**src/rtl/bram_stream_pkg.sv**
```systemverilog
// rtl/bram_stream_pkg.sv - shared types and constants for the BRAM read streamer
package bram_stream_pkg;

    typedef enum logic [1:0] {
        IDLE,
        READ,
        DRAIN
    } rs_state_t;

    // Output buffer depth; also the number of read credits available.
    localparam int RS_BUF_DEPTH = 2;

endpackage

```
**src/rtl/fifo2_reg.sv**
```systemverilog
// rtl/fifo2_reg.sv - 2-entry register FIFO, head word driven straight from a register
//
// Ports:
//   clk, rst      clock, synchronous active-high reset
//   push, din     write one entry
//   pop           remove the head entry (ignored when empty)
//   dout          head entry (registered, no bypass from din)
//   count         number of stored entries, 0..2
module fifo2_reg
    import bram_stream_pkg::*;
#(
    parameter int WIDTH = 9
) (
    input  logic             clk,
    input  logic             rst,
    input  logic             push,
    input  logic [WIDTH-1:0] din,
    input  logic             pop,
    output logic [WIDTH-1:0] dout,
    output logic [1:0]       count
);

    logic [WIDTH-1:0] entry0;
    logic [WIDTH-1:0] entry1;
    logic             do_pop;

    assign do_pop = pop && (count != 2'd0);
    assign dout   = entry0;

    always_ff @(posedge clk) begin
        if (rst) begin
            entry0 <= '0;
            entry1 <= '0;
            count  <= 2'd0;
        end else begin
            case ({push, do_pop})
                2'b10: begin
                    if (count == 2'd0) begin
                        entry0 <= din;
                        count  <= 2'd1;
                    end else if (count == 2'd1) begin
                        entry1 <= din;
                        count  <= 2'(RS_BUF_DEPTH);
                    end
                end
                2'b01: begin
                    entry0 <= entry1;
                    count  <= count - 2'd1;
                end
                2'b11: begin
                    // Count is unchanged; the new word lands behind whatever remains.
                    if (count == 2'd1) begin
                        entry0 <= din;
                    end else begin
                        entry0 <= entry1;
                        entry1 <= din;
                    end
                end
                default: ;
            endcase
        end
    end

endmodule

```
**src/rtl/bram_read_stream.sv**
```systemverilog
// rtl/bram_read_stream.sv - sequential BRAM reader presenting words as a valid/ready stream
//
// Ports:
//   clk, rst            clock, synchronous active-high reset
//   start, base, len    burst request, sampled only in IDLE
//   busy, done          burst in progress / one-cycle end-of-burst pulse
//   mem_addr, mem_data  RAM read port (1-cycle read latency)
//   out_data, out_valid, out_ready, out_last   output stream
module bram_read_stream
    import bram_stream_pkg::*;
#(
    parameter  int WIDTH = 8,
    parameter  int DEPTH = 256,
    localparam int ADDRW = $clog2(DEPTH),
    localparam int LENW  = $clog2(DEPTH) + 1
) (
    input  logic             clk,
    input  logic             rst,
    input  logic             start,
    input  logic [ADDRW-1:0] base,
    input  logic [LENW-1:0]  len,
    output logic             busy,
    output logic             done,
    output logic [ADDRW-1:0] mem_addr,
    input  logic [WIDTH-1:0] mem_data,
    output logic [WIDTH-1:0] out_data,
    output logic             out_valid,
    input  logic             out_ready,
    output logic             out_last
);

    rs_state_t        state;
    rs_state_t        state_next;
    logic [LENW-1:0]  burst_len;
    logic [LENW-1:0]  issue_cnt;
    logic             inflight;
    logic             inflight_last;
    logic [1:0]       fifo_count;
    logic [WIDTH:0]   fifo_dout;
    logic             pop;
    logic [2:0]       occupancy;
    logic             credit_ok;
    logic             issue;
    logic             last_issue;
    logic             accept;
    logic [ADDRW-1:0] next_addr;

    fifo2_reg #(
        .WIDTH(WIDTH + 1)
    ) u_buf (
        .clk   (clk),
        .rst   (rst),
        .push  (inflight),
        .din   ({inflight_last, mem_data}),
        .pop   (pop),
        .dout  (fifo_dout),
        .count (fifo_count)
    );

    assign out_valid = (fifo_count != 2'd0);
    assign out_data  = fifo_dout[WIDTH-1:0];
    assign out_last  = out_valid && fifo_dout[WIDTH];
    assign pop       = out_valid && out_ready;
    assign busy      = (state != IDLE);

    // Every word either buffered or still coming out of the RAM holds a credit;
    // a pop this cycle frees one in time for the word issued now.
    assign occupancy  = 3'(fifo_count) + 3'(inflight);
    assign credit_ok  = (occupancy - 3'(pop)) < 3'(RS_BUF_DEPTH);
    assign issue      = (state == READ) && credit_ok;
    assign last_issue = issue && (issue_cnt == burst_len - LENW'(1));
    assign accept     = (state == IDLE) && start && (len != '0);
    assign next_addr  = (mem_addr == ADDRW'(DEPTH - 1)) ? '0 : mem_addr + 1'b1;

    always_comb begin
        state_next = state;
        case (state)
            IDLE:    if (accept)          state_next = READ;
            READ:    if (last_issue)      state_next = DRAIN;
            DRAIN:   if (pop && out_last) state_next = IDLE;
            default:                      state_next = IDLE;
        endcase
    end

    always_ff @(posedge clk) begin
        if (rst) begin
            state         <= IDLE;
            mem_addr      <= '0;
            burst_len     <= '0;
            issue_cnt     <= '0;
            inflight      <= 1'b0;
            inflight_last <= 1'b0;
            done          <= 1'b0;
        end else begin
            state         <= state_next;
            inflight      <= issue;
            inflight_last <= last_issue;
            // A zero-length request completes immediately without touching the RAM.
            done          <= ((state == IDLE) && start && (len == '0))
                          || ((state == DRAIN) && pop && out_last);
            if (accept) begin
                mem_addr  <= base;
                burst_len <= len;
                issue_cnt <= '0;
            end else if (issue) begin
                mem_addr  <= next_addr;
                issue_cnt <= issue_cnt + LENW'(1);
            end
        end
    end

endmodule

```
**config.mk**
```make
export PLATFORM = sky130hd
export DESIGN_NAME = bram_read_stream
export DESIGN_NICKNAME = d
export VERILOG_FILES = /design/src/rtl/bram_stream_pkg.sv /design/src/rtl/fifo2_reg.sv /design/src/rtl/bram_read_stream.sv
export SDC_FILE = /design/constraint.sdc
export NUM_CORES = 1
export LEC_CHECK = 0
export ABC_AREA = 1
export BUFFER_PORTS_ARGS = -buffer_cell sky130_fd_sc_hd__buf_2
export CAP_MARGIN = 10
export CORE_ASPECT_RATIO = 0.6
export CORE_MARGIN = 1
export CORE_UTILIZATION = 37
export CTS_CLUSTER_SIZE = 24
export DETAILED_ROUTE_END_ITERATION = 16
export HOLD_SLACK_MARGIN = 0.02
export PLACE_DENSITY = 0.57
export SLEW_MARGIN = 40
export SYNTH_ARGS = -nofsm -noshare
export SYNTH_HDL_FRONTEND = slang
export SYNTH_SLANG_ARGS = --single-unit
```
**constraint.sdc**
```tcl
create_clock -name clk -period 7.29 [get_ports clk]
set_input_delay 1.0935 -clock clk [delete_from_list [all_inputs] [get_ports clk]]
set_output_delay 1.0935 -clock clk [all_outputs]
set_load 0.01 [all_outputs]
```
==> Word level (Yosys, flattened, before mapping) <==
Index checks and enable logic that the tools add are counted.
{ "totals": {"reg_bits": 51, "input_bits": 29, "output_inout_bits": 20, "wordCells": 75} }
{ "classes": {"addsub": 6, "magnitude_cmp": 1, "n_eq_ne": 15, "mux": 16, "n_reduce_logical": 27} }
{ "ops": {"columns": ["operator", "n"], "rows": [
  ["9-bit 2-to-1 mux", 4],
  ["9-bit one-hot mux with 3 select lines", 1],
  ["8-bit 2-to-1 mux", 3],
  ["9-bit one-hot mux with 2 select lines", 1],
  ["1-bit logical AND", 11],
  ["2-bit 2-to-1 mux", 5],
  ["2-bit inequality test, second input constant", 5],
  ["2-bit nonzero test", 5],
  ["9-bit by 1-bit adder with 9-bit output, second input constant", 1],
  ["9-bit equality test", 1],
  ["9-bit logical NOT", 1],
  ["9-bit nonzero test", 1],
  ["9-bit by 1-bit subtractor with 9-bit output, second input constant", 1],
  ["8-bit by 1-bit adder with 8-bit output, second input constant", 1],
  ["8-bit equality test, second input constant", 1],
  ["2-bit by 1-bit equality test with 1-bit output, second input constant", 3],
  ["2-bit equality test, second input constant", 3],
  ["2-bit one-hot mux with 3 select lines", 1],
  ["3-bit AND reduction", 2],
  ["2-bit logical NOT", 2],
  ["2-bit one-hot mux with 2 select lines", 1],
  ["2-bit AND reduction", 2],
  ["2-bit by 1-bit adder with 3-bit output", 1],
  ["3-bit by 2-bit less-than comparator with 1-bit output, second input constant", 1],
  ["other kinds (7)", 7]
]} }

==> Longest topological paths before layout <==
{ "depth": {"ltp_word": 8, "ltp_mapped": 18, "mapped_depth_nobuf": 18} }

==> Hierarchy <==
Synthesis repeated with hierarchy kept, for this count alone.
{ "hier_totals": {"cells_unflattened": 505, "hier_area_um2": 3173.0} }
{ "by_module_without_submodules": {"columns": ["mod", "instances", "cells_each", "area_each_um2", "seq_area_each_um2"], "rows": [
  ["bram_read_stream", 1, 293, 1928.1, 620.6],
  ["fifo2_reg", 1, 212, 1244.9, 400.4]
]} }

==> Worst setup path before layout <==
Ideal clock, no wire load.
{ "synth_timing": {"path_type": "input to register", "from": "input out_ready", "to": "register issue_cnt[7]", "setup_time_ps": 115, "t_arrival_ps": 2960, "required_time_ps": 7175, "setup_slack_ps": 4215, "cell_stages": 14, "path_buffers": 0, "cell_sequence": "nand2_1 -> inv_1 -> ha_1 -> or2_2 -> fa_1 -> inv_1 -> nor2_4 -> nand2_4 -> nor2_4 -> nand2_1 -> nor2_2 -> nand2_1 -> xor2_1 -> nor2_1"} }
{ "synth_between": {"elab_chain_len": 4} }
{ "synth_rtl": {"columns": ["item", "line", "rtl"], "rows": [
  ["start, declared", "bram_read_stream.sv:28", "input logic out_ready,"],
  ["1-bit logical AND", "bram_read_stream.sv:63", "assign pop = out_valid && out_ready;"],
  ["3-bit by 1-bit subtractor with 3-bit output", "bram_read_stream.sv:69", "assign credit_ok = (occupancy - 3'(pop)) < 3'(RS_BUF_DEPTH);"],
  ["3-bit by 2-bit less-than comparator with 1-bit output", "bram_read_stream.sv:69", null],
  ["1-bit logical AND", "bram_read_stream.sv:70", "assign issue = (state == READ) && credit_ok;"],
  ["end signal, assigned", "bram_read_stream.sv:107", "issue_cnt <= issue_cnt + LENW'(1);"],
  ["end, declared", "bram_read_stream.sv:35", "logic [LENW-1:0] issue_cnt;"]
]} }
Every way passes these cells.
A chain may end at the register's enable or synchronous reset.

==> Worst setup path in the final report <==
{ "layout_timing": {"from": "input out_ready", "to": "register state[0]"} }
{ "layout_between": {"elab_chain_len": 7, "word_cells_on_any_way": 9, "cone_classes": "add/sub: 1; order compare: 1; eq/ne: 2; reduce/logical: 5"} }
{ "layout_rtl": {"columns": ["item", "line", "rtl"], "rows": [
  ["1-bit logical AND (*)", "bram_read_stream.sv:63", null],
  ["3-bit by 1-bit subtractor with 3-bit output", "bram_read_stream.sv:69", null],
  ["3-bit by 2-bit less-than comparator with 1-bit output", "bram_read_stream.sv:69", null],
  ["1-bit logical AND", "bram_read_stream.sv:70", null],
  ["1-bit logical AND", "bram_read_stream.sv:71", "assign last_issue = issue && (issue_cnt == burst_len - LENW'(1));"],
  ["2-bit inequality test (no source line)", null, null],
  ["3-bit AND reduction (no source line) (*)", null, null],
  ["end signal, assigned", "bram_read_stream.sv:95", "state <= state_next;"],
  ["end, declared", "bram_read_stream.sv:32", "rs_state_t state;"]
]} }
Every way passes the cells marked *; elsewhere a longest branch is shown, timed or not.

==> impl_metrics.py <==
metrics = {
    "sta": {
        "maxSlewViolCount": 0,
        "timing.final.crit_share_pct": 42.6,
        "finalSetupViolations": 0,
        "max_freq_mhz": 322,
        "grt_setup_unrepaired": "no",
        "period_needed_ps": 3100,
        "skew_ps": 5.38,
        "setup_tns_ps": 0,
        "worst_pin_slew_ps": 788,
        "hold_viol_final": 0,
        "max_slew_margin_pct": 47.2,
        "timing.hold.ws_ps": 484,
    },
    "yosys": {
        "synth_top_area_cell": "dfxtp_1",
        "synth.distinct_cells": 41,
        "synthFlopType": "dfxtp_1",
        "async_flop_share_pct": 0,
        "synth_enable_flop_cells": 0,
        "ys_ff_latch": 51,
        "yosys-top-cells-area": "dfxtp_1, nand2_1, nor2_1, inv_1, o21ai_0",
        "syn-cell-area_um2": 3080,
        "ys_warn_count": 0,
        "synth_top_area_share_pct": 33.1,
        "ys_seq_area_share_pct": 33.1,
        "postSynthAreaPerCell_um2": 6.84,
        "synthesis.nets": 490,
        "synthCells": 451,
    },
    "cells_and_area": {
        "fin_cells": 592,
        "syn_to_final_growth_pct": 12.5,
        "fill_cells": 830,
        "layout-drive-gt1-share_pct": 16.5,
        "num_antenna_cells": 0,
        "final_core_util_pct": 43.5,
        "fin_nets": 522,
        "mostFrequentLayoutCells": "nand2_1, nor2_1, inv_1",
        "final_common_cell": "nand2_1",
    },
    "drt": {
        "drt-total-wl_um": 7560,
        "ant_nets": 0,
        "viasPerCell": 4.89,
        "wire_per_inst_um": 12.8,
        "drtIter0Drc": 172,
        "num_vias": 2893,
        "firstDrtPassIters": 4,
        "drc": 0,
    },
    "placed_design": {
        "dp_cells": 584,
        "portBuffers": 48,
        "gp_congestion": 0.822,
        "place_hpwl_um": 5550,
    },
    "die": {
        "num_rows": 25,
        "ioPinCount": 49,
        "fp.dieArea_um2": 8720,
        "start_util_pct": 38.7,
        "fp.coreArea_um2": 7980,
        "die_width_um": 120,
        "die_y_um": 72.7,
    },
    "critical_path": {
        "r2r_start": "u_buf.count[1]$_SDFFE_PP0P_",
        "regToRegEndpoint": "state[0]$_SDFFE_PP0P_",
        "cp_data_arrival_time_ps": 3270,
        "worst-r2r-setup-slack_ps": 4300,
        "worstSetupStartpointType": "primary input",
        "reg2regPathDepth": 17,
        "cp.required_ps": 7450,
        "critical_path_peak_fanout": 14,
        "crit_type": "in2reg",
        "crit_path_end_kind": "flop",
    },
    "cts": {
        "cts_setup_buffers": 0,
        "cts_buffer_depth": 2,
        "ctsRootBufferMaster": "clkbuf_16",
        "clock_latency_ps": 300,
        "ctsHtreeMaxLevel": 2,
        "cts_tree": "done",
        "clk_pin_slew_worst_paths_ps": 70,
        "cts_made_buffers": 5,
        "ctsHoldBuffers": 0,
        "cts-resized-gates": 0,
        "cts.sinks": 51,
    },
    "pwr": {
        "power.density_nw_per_um2": 277,
        "ir_worst_vdd_uv": 113,
        "p_leak_nw": 1.59,
    },
    "worst_hold_path": {
        "worstHoldEndpoint": "u_buf.entry1[5]$_SDFFE_PP0P_",
        "min_from": "u_buf.entry1[5]$_SDFFE_PP0P_",
        "hold_path_class": "reg2reg",
        "hold_depth": 2,
    },
    "global_routing": {
        "grt_pass1_wl_um": 12500,
        "grt_pass1_vias": 2543,
        "track_usage_pct": 18.3,
        "grt_max_degree": 26,
        "grt_overflow": 0,
        "antenna_found_initial": 0,
    },
    "job": {
        "max-cap-violations": 0,
    },
    "run_status": {
        "status": "finished, final reports clean",
    },
}
## synthesized netlist by cell type, types with 6 or more instances
master    count
buf_4         9
nor2_1       59
nand2_1      94
o21ai_0      34
inv_1        53
a21oi_1      23
dfxtp_1      51
ha_1          9
a221oi_1      6
xor2_1        8
nand3_1      20
a211oi_1     20
## state kept, by name, summed over array words and instances, names as in the netlist
name and cells:
inflight 1, mem_addr 8, issue_cnt 9, state 2
done 1, u_buf.count 2, inflight_last 1, u_buf.entry1 9
burst_len 9, u_buf.dout 9
## kinds of logic after synthesis
kind of cell    count (synthesis)  share of synthesized area (%)
simple gates                  200                           28.4
compound gates                 96                           18.9
buf+inv                        82                           11.9
flops                          51                           33.1
xor+xnor                       12                           3.41
fa+ha+maj                      10                           4.30
## cell type report
type	count	area, um2	share of cell area [%]
Inverter	59	223	6.42
Clock buffer	7	143	4.11
Clock inverter	1	8.76	0.252
Sequential cell	51	1020	29.4
Timing Repair Buffer	48	240	6.92
Tap cell	108	135	3.89
Multi-Input combinational cell	318	1700	49.0
## metrics by stage
step	setup slack (ps)	instance area, um2	power, mW
after floorplan	4210	3080	0.647
after global placement	3950	3320	0.712
after detailed placement	3890	3320	0.718
after CTS	4200	3470	0.966
after global routing	3990	3470	1.04
final	4190	3470	0.962
## how the worst max path moves through the flow
stage	start	endpoint	slack [ps]
after floorplan	out_ready	issue_cnt[7]$_SDFFE_PP0P_	4210
after global placement	out_ready	issue_cnt[7]$_SDFFE_PP0P_	3950
after detailed placement	out_ready	issue_cnt[6]$_SDFFE_PP0P_	3890
after CTS	out_ready	state[0]$_SDFFE_PP0P_	4200
after global routing	out_ready	state[0]$_SDFFE_PP0P_	3990
final	out_ready	state[0]$_SDFFE_PP0P_	4190
## critical path: stages
cell	delay, ps
buf_2	110
nand2_1	110
inv_1	50
ha_1	260
or2_2	300
fa_1	480
inv_1	60
nor2_4	120
nand2_4	130
nor2_1	130
nand3_1	80
nor2_1	110
nand2_1	100
nand2_1	70
a21oi_1	60
## metal layers
layer | GRT usage [%] | routed length, um | vias up
li1 | - | - | 1531
met1 | 28.8 | 4200 | 1284
met2 | 24.9 | 2880 | 74
met3 | 3.83 | 427 | 4
met4 | 4.17 | 53 | 0
met5 | 0 | 0 | -
## power breakdown
| group | switching, mW | internal (mW) | total (mW) |
|---|---|---|---|
| logic | 0.237 | 0.123 | 0.360 |
| clock network | 0.107 | 0.138 | 0.245 |
| registers | 0.0319 | 0.325 | 0.357 |
| total | 0.376 | 0.586 | 0.962 |
(Power assumes the default switching activity.)
